==> config.mk <==
export PLATFORM = sky130hd
export DESIGN_NAME = iph_scheduler
export DESIGN_NICKNAME = d
export VERILOG_FILES = /design/src/rtl/iph_pkg.sv /design/src/rtl/iph_wdt.sv /design/src/rtl/iph_scheduler.sv
export SDC_FILE = /design/constraint.sdc
export NUM_CORES = 1
export LEC_CHECK = 0
export BUFFER_PORTS_ARGS = -buffer_cell sky130_fd_sc_hd__buf_4
export CORE_ASPECT_RATIO = 1.2
export CORE_UTILIZATION = 41
export DETAILED_ROUTE_END_ITERATION = 16
export GPL_TIMING_DRIVEN = 0
export HOLD_SLACK_MARGIN = 0.15
export PLACE_DENSITY = 0.81
export SKIP_LAST_GASP = 1
export SLEW_MARGIN = 20
export SYNTH_ARGS = -nofsm -noshare
export SYNTH_HDL_FRONTEND = slang
export SYNTH_HIERARCHICAL = 1
export SYNTH_SLANG_ARGS = --single-unit
==> constraint.sdc <==
create_clock -name clk -period 1.9 [get_ports clk]
set_clock_uncertainty 0.1 [all_clocks]
set_input_delay 0.285 -clock clk [delete_from_list [all_inputs] [get_ports clk]]
set_output_delay 0.285 -clock clk [all_outputs]
set_load 0.05 [all_outputs]
==> src/rtl/iph_pkg.sv <==
// Shared constants and FSM encoding for the Iph frame scheduler.
package iph_pkg;

  localparam int SINGLE     = 32;
  localparam int WDT_MARGIN = 4;

  typedef enum logic [1:0] {
    IDLE,
    ISSUE,
    DRAIN,
    FIN
  } state_t;

endpackage

==> src/rtl/iph_wdt.sv <==
// Drain watchdog (built only with IPH_WDT_EN): counts cycles since the last result, flags
// expiry at LIMIT; one-cycle reaction, no backpressure.
module iph_wdt
  import iph_pkg::*;
#(
  parameter int LIMIT = 22 + WDT_MARGIN
) (
  input  logic clk,
  input  logic rst,
  input  logic run,
  input  logic restart,
  output logic expired
);

  localparam int CW = $clog2(LIMIT + 1);

  logic [CW-1:0] cnt;

  // cnt equals the number of cycles elapsed since the most recent restart
  always_ff @(posedge clk or negedge rst) begin
    if (!rst) begin
      cnt <= '0;
    end else if (!run) begin
      cnt <= '0;
    end else if (restart) begin
      cnt <= CW'(1);
    end else if (cnt != CW'(LIMIT)) begin
      cnt <= cnt + 1'b1;
    end
  end

  assign expired = run && !restart && (cnt == CW'(LIMIT));

endmodule

==> src/rtl/iph_scheduler.sv <==
// Frame sequencer feeding the shared Iph datapath; start-to-frame_done is NUM_PANELS+DP_LAT+3 cycles,
// no backpressure (datapath always accepts). Optional drain watchdog under IPH_WDT_EN.
module iph_scheduler
  import iph_pkg::*;
#(
  parameter int NUM_PANELS = 8,
  parameter int DP_LAT     = 22,
  parameter int AW         = 8
) (
  input  logic              clk,
  input  logic              rst,
  input  logic              start,
  output logic              op_rd_en,
  output logic [AW-1:0]     op_addr,
  input  logic [SINGLE-1:0] op_S,
  input  logic [SINGLE-1:0] op_T,
  output logic              dp_sta,
  output logic [SINGLE-1:0] dp_S,
  output logic [SINGLE-1:0] dp_T,
  input  logic              dp_done,
  input  logic [SINGLE-1:0] dp_Iph,
  output logic              iph_we,
  output logic [AW-1:0]     iph_addr,
  output logic [SINGLE-1:0] iph_data,
  output logic              busy,
  output logic              frame_done,
  output logic              err
);

  if (NUM_PANELS < 1 || NUM_PANELS > 256 || (1 << AW) < NUM_PANELS || DP_LAT < 1) begin : g_cfg_check
    $error("iph_scheduler: unsupported parameter set");
  end

  localparam logic [AW-1:0] LAST_IDX = AW'(NUM_PANELS - 1);
  localparam logic [AW:0]   FULL_CNT = (AW + 1)'(NUM_PANELS);

  state_t        state, state_nxt;
  logic [AW-1:0] rd_idx;
  logic [AW:0]   wr_cnt;
  logic          accept;
  logic          wdt_trip;

  // results arriving while idle are leftovers from an aborted frame
  assign accept = dp_done && (state != IDLE);

`ifdef IPH_WDT_EN
  logic wdt_expired;
  logic err_q;

  iph_wdt #(
    .LIMIT(DP_LAT + WDT_MARGIN)
  ) u_wdt (
    .clk    (clk),
    .rst    (rst),
    .run    (state == DRAIN),
    .restart(dp_done),
    .expired(wdt_expired)
  );

  assign wdt_trip = (state == DRAIN) && wdt_expired && (wr_cnt != FULL_CNT);

  always_ff @(posedge clk or negedge rst) begin
    if (!rst) err_q <= 1'b0;
    else      err_q <= err_q | wdt_trip;
  end

  assign err = err_q | wdt_trip;
`else
  assign wdt_trip = 1'b0;
  assign err      = 1'b0;
`endif

  always_ff @(posedge clk or negedge rst) begin
    if (!rst) state <= IDLE;
    else      state <= state_nxt;
  end

  always_comb begin
    state_nxt = state;
    case (state)
      IDLE:    if (start) state_nxt = ISSUE;
      ISSUE:   if (rd_idx == LAST_IDX) state_nxt = DRAIN;
      DRAIN:   if (wr_cnt == FULL_CNT || wdt_trip) state_nxt = FIN;
      FIN:     state_nxt = IDLE;
      default: state_nxt = IDLE;
    endcase
  end

  always_ff @(posedge clk or negedge rst) begin
    if (!rst) begin
      rd_idx   <= '0;
      wr_cnt   <= '0;
      dp_sta   <= 1'b0;
      iph_we   <= 1'b0;
      iph_addr <= '0;
      iph_data <= '0;
    end else begin
      if (state == IDLE && start) begin
        rd_idx <= '0;
        wr_cnt <= '0;
      end else if (state == ISSUE && rd_idx != LAST_IDX) begin
        rd_idx <= rd_idx + 1'b1;
      end
      dp_sta <= op_rd_en;
      iph_we <= accept;
      if (accept) begin
        iph_addr <= wr_cnt[AW-1:0];
        iph_data <= dp_Iph;
        wr_cnt   <= wr_cnt + 1'b1;
      end
    end
  end

  assign op_rd_en   = (state == ISSUE);
  assign op_addr    = rd_idx;
  // operands reach the datapath unregistered; held at zero between issues
  assign dp_S       = dp_sta ? op_S : '0;
  assign dp_T       = dp_sta ? op_T : '0;
  assign busy       = (state != IDLE);
  assign frame_done = (state == FIN);

endmodule

==> results.py <==
metrics = {
    "finish": {
        "fin_nets": 717,
        "multi_input_area_sq_mm": 0.00149,
        "synthToLayoutAreaGrowth_pct": 81.3,
        "seqCellArea_sq_mm": 0.00153,
        "n_fill_cell": 466,
        "stdcell_count": 703,
        "drive_gt1_share_pct": 52.6,
    },
    "sta": {
        "setup_viol": 1,
        "rsz0062_at_grt": "yes",
        "max_freq_ghz": 0.519,
        "setup_tns_ns": -0.0258,
        "worst_pin_slew_ns": 0.766,
        "period_minus_slack_ns": 1.93,
        "setup_slack_ns": -0.0258,
        "finalHoldViolCount": 0,
        "slew_violations": 0,
        "finalCritPeriodShare_pct": 101,
        "hold_slack_ns": 0.177,
        "slew_headroom_pct": 48.9,
    },
    "power_and_ir_drop": {
        "pwr-share-comb_pct": 63.8,
        "power_frac_seq_pct": 22.1,
        "swShare_pct": 52.6,
        "clkPwrFrac_pct": 14.2,
        "power.leakage_uw": 0.00304,
        "intPower_uw": 4600,
        "ir_drop_uv": 1820,
        "finalPower_uw": 9700,
        "switchingPower_uw": 5110,
        "p_per_area_mw_per_mm2": 1770,
    },
    "yosys": {
        "netlist_area_sq_mm": 0.00303,
        "synth_nets": 457,
        "synthArstFlopShare_pct": 100,
        "yosys.area.top_type": "dfrtp_1",
        "synth_cells": 349,
        "seq_area_frac_synth_pct": 50.5,
        "yosys_warnings": 6,
        "synthTopCellsByCount": "124 x nand2_1, 65 x and2_1, 61 x dfrtp_1",
        "synthFlopType": "dfrtp_1",
        "synth_most_common_cell": "nand2_1",
        "synthTopCellsByArea": "dfrtp_1 50%, nand2_1 15%, and2_1 13%",
        "ys_ff_latch": 61,
        "synth_top_area_share_pct": 50.5,
        "synth-edff-count": 0,
        "avgSynthCellArea_sq_um": 8.67,
        "synth_cell_type_count": 35,
    },
    "route": {
        "drt-total-wl_um": 11600,
        "wl_per_cell_um": 16.4,
        "vias": 3438,
        "drtAntennaViolNets": 0,
        "viasPerCell": 4.89,
        "drt_iter0_markers": 86,
        "drc": 0,
        "first_pass_iters": 4,
    },
    "clock_network": {
        "cts_root_buf": "clkbuf_8",
        "clock_latency_ns": 0.34,
        "clock-sinks": 61,
        "numCtsBuffers": 9,
        "h-tree-depth": 3,
        "cts_tree": "done",
        "clock_path_buffers": 2,
        "clk_pin_slew_ns": 0.07,
    },
    "outcome": {
        "violations": "negative setup slack",
        "outcome": "finished, violations left",
    },
    "critical_path": {
        "critPathCaptureType": "flip-flop",
        "crit_path_max_fanout": 2,
        "cp-start-kind": "flip-flop",
        "cp.arrival_ns": 2.04,
        "required_ns": 2.02,
        "crit_type": "flip-flop to flip-flop",
        "reg2reg_slack_ns": -0.03,
    },
    "placement": {
        "placed_cells": 652,
        "globalplace.congestion": 0.897,
        "port_buffers": 216,
        "post-place-ws_ns": -0.269,
        "dp_hpwl_um": 8250,
    },
    "grt": {
        "first_global_vias": 3313,
        "grt_max_degree": 62,
        "grt_antenna_before_repair": 2,
        "grt_overflow": 0,
        "track_usage_pct": 29.5,
        "grt_first_pass_wirelength_um": 16700,
    },
    "floorplanning": {
        "dieWidth_um": 80.4,
        "die_y_um": 96.1,
        "pin_count": 218,
        "rows": 33,
        "core_area_sq_mm": 0.00698,
        "start_util_pct": 43.4,
        "dieArea_sq_mm": 0.00773,
    },
    "run": {
        "maxCapViolCount": 0,
    },
    "worst_hold_path": {
        "hp-class": "input pin to flip-flop",
    },
}
==> state kept, by name, summed over array words and instances, names as in the netlist <==
| signal | cells |
|---|---|
| dp_sta | 1 |
| iph_addr | 8 |
| iph_data | 32 |
| iph_we | 1 |
| op_addr | 8 |
| state | 2 |
| wr_cnt | 9 |
==> layout make-up <==
class	count	area share, %
inverters	8	0.639
clock buffers	13	3.26
plain buffers	17	1.89
diodes	2	0.0912
multi-input cells	261	27.2
flip-flops and latches	61	27.9
repair buffers	251	35.9
well taps	87	1.98
clock inverters	3	1.19
==> metal layers <==
metal | global-route usage, % | vias up | part of all wire, %
met2 | 49.6 | 173 | 49
met5 | 5.00 | - | 0.11
met3 | 15.6 | 21 | 14
li1 | - | 1621 | -
met1 | 30.3 | 1621 | 34
met4 | 12.4 | 2 | 1.8
==> power by group through the flow <==
stage,Clock [uW],Combinational [uW],Sequential (uW)
after floorplan,0,2760,3480
after global placement,0,5860,2100
after detailed placement,0,5950,2110
after CTS,1390,6040,2120
after global routing,1450,6490,2200
final,1370,6190,2140
==> placed cells by master, fill, tap and decap left out, types with 2 or more instances in the layout <==
cell type,count
buf_4,219
nand2_1,124
and2_2,60
dfrtp_1,58
dlygate4sd3_1,33
clkbuf_8,13
clkbuf_2,11
nor2_1,9
o21ai_1,8
ha_1,8
xor2_1,7
inv_1,6
and2_1,5
nand4_1,5
clkbuf_4,4
o21ai_0,4
and3_1,3
a21oi_1,3
dfrtp_2,3
diode_2,2
or3_1,2
o211ai_1,2
o21ai_4,2
nand3_1,2
bufinv_16,2
==> final timing paths <==
check | start | endpoint | cells past startpoint
max | wr_cnt[0] | state[1] | 6
min | start | wr_cnt[8] | 4
max reg2reg | wr_cnt[0] | state[1] | 6
min reg2reg | iph_data[28] | iph_data[28] | 2
max in group asynchronous | rst | dp_sta | 2
min in group asynchronous | rst | iph_data[1] | 2
==> what timing repair did <==
item / 4_1_cts / 5_1_grt
setup buffers: 1 / 1
pin swaps: 1 / 1
setup endpoints to repair: 90 / 94
endpoints found under the hold margin: 93 / 0
resized for setup: 9 / 31
hold buffers: 33 / 0
==> critical path: stages (launching register included) <==
cell	delay, ns
dfrtp_1	0.39
inv_1	0.10
ha_1	0.16
or4bb_4	0.48
o21ai_4	0.15
nand3_2	0.12
mux2_4	0.31
==> per-stage QoR <==
stage	util, %	area (sq um)
6_report	78.6	5490
5_1_grt	78.6	5480
4_1_cts	77.8	5430
3_5_place_dp	69.3	4830
3_3_place_gp	69.3	4830
2_1_floorplan	-	3100
==> logic make-up after synthesis <==
kind of cell / after synthesis / share of synthesized area, %
DFF: 61 / 50.5
AOI/OAI and AO/OA: 24 / 4.92
other: 1 / 0.124
and+or+nand+nor: 218 / 34.3
xor gates and xnor gates: 8 / 2.32
buffers and inverters: 27 / 3.72
adders and majority gates: 8 / 3.31
muxes: 2 / 0.827
No activity file was read; power rests on OpenSTA's default activity.
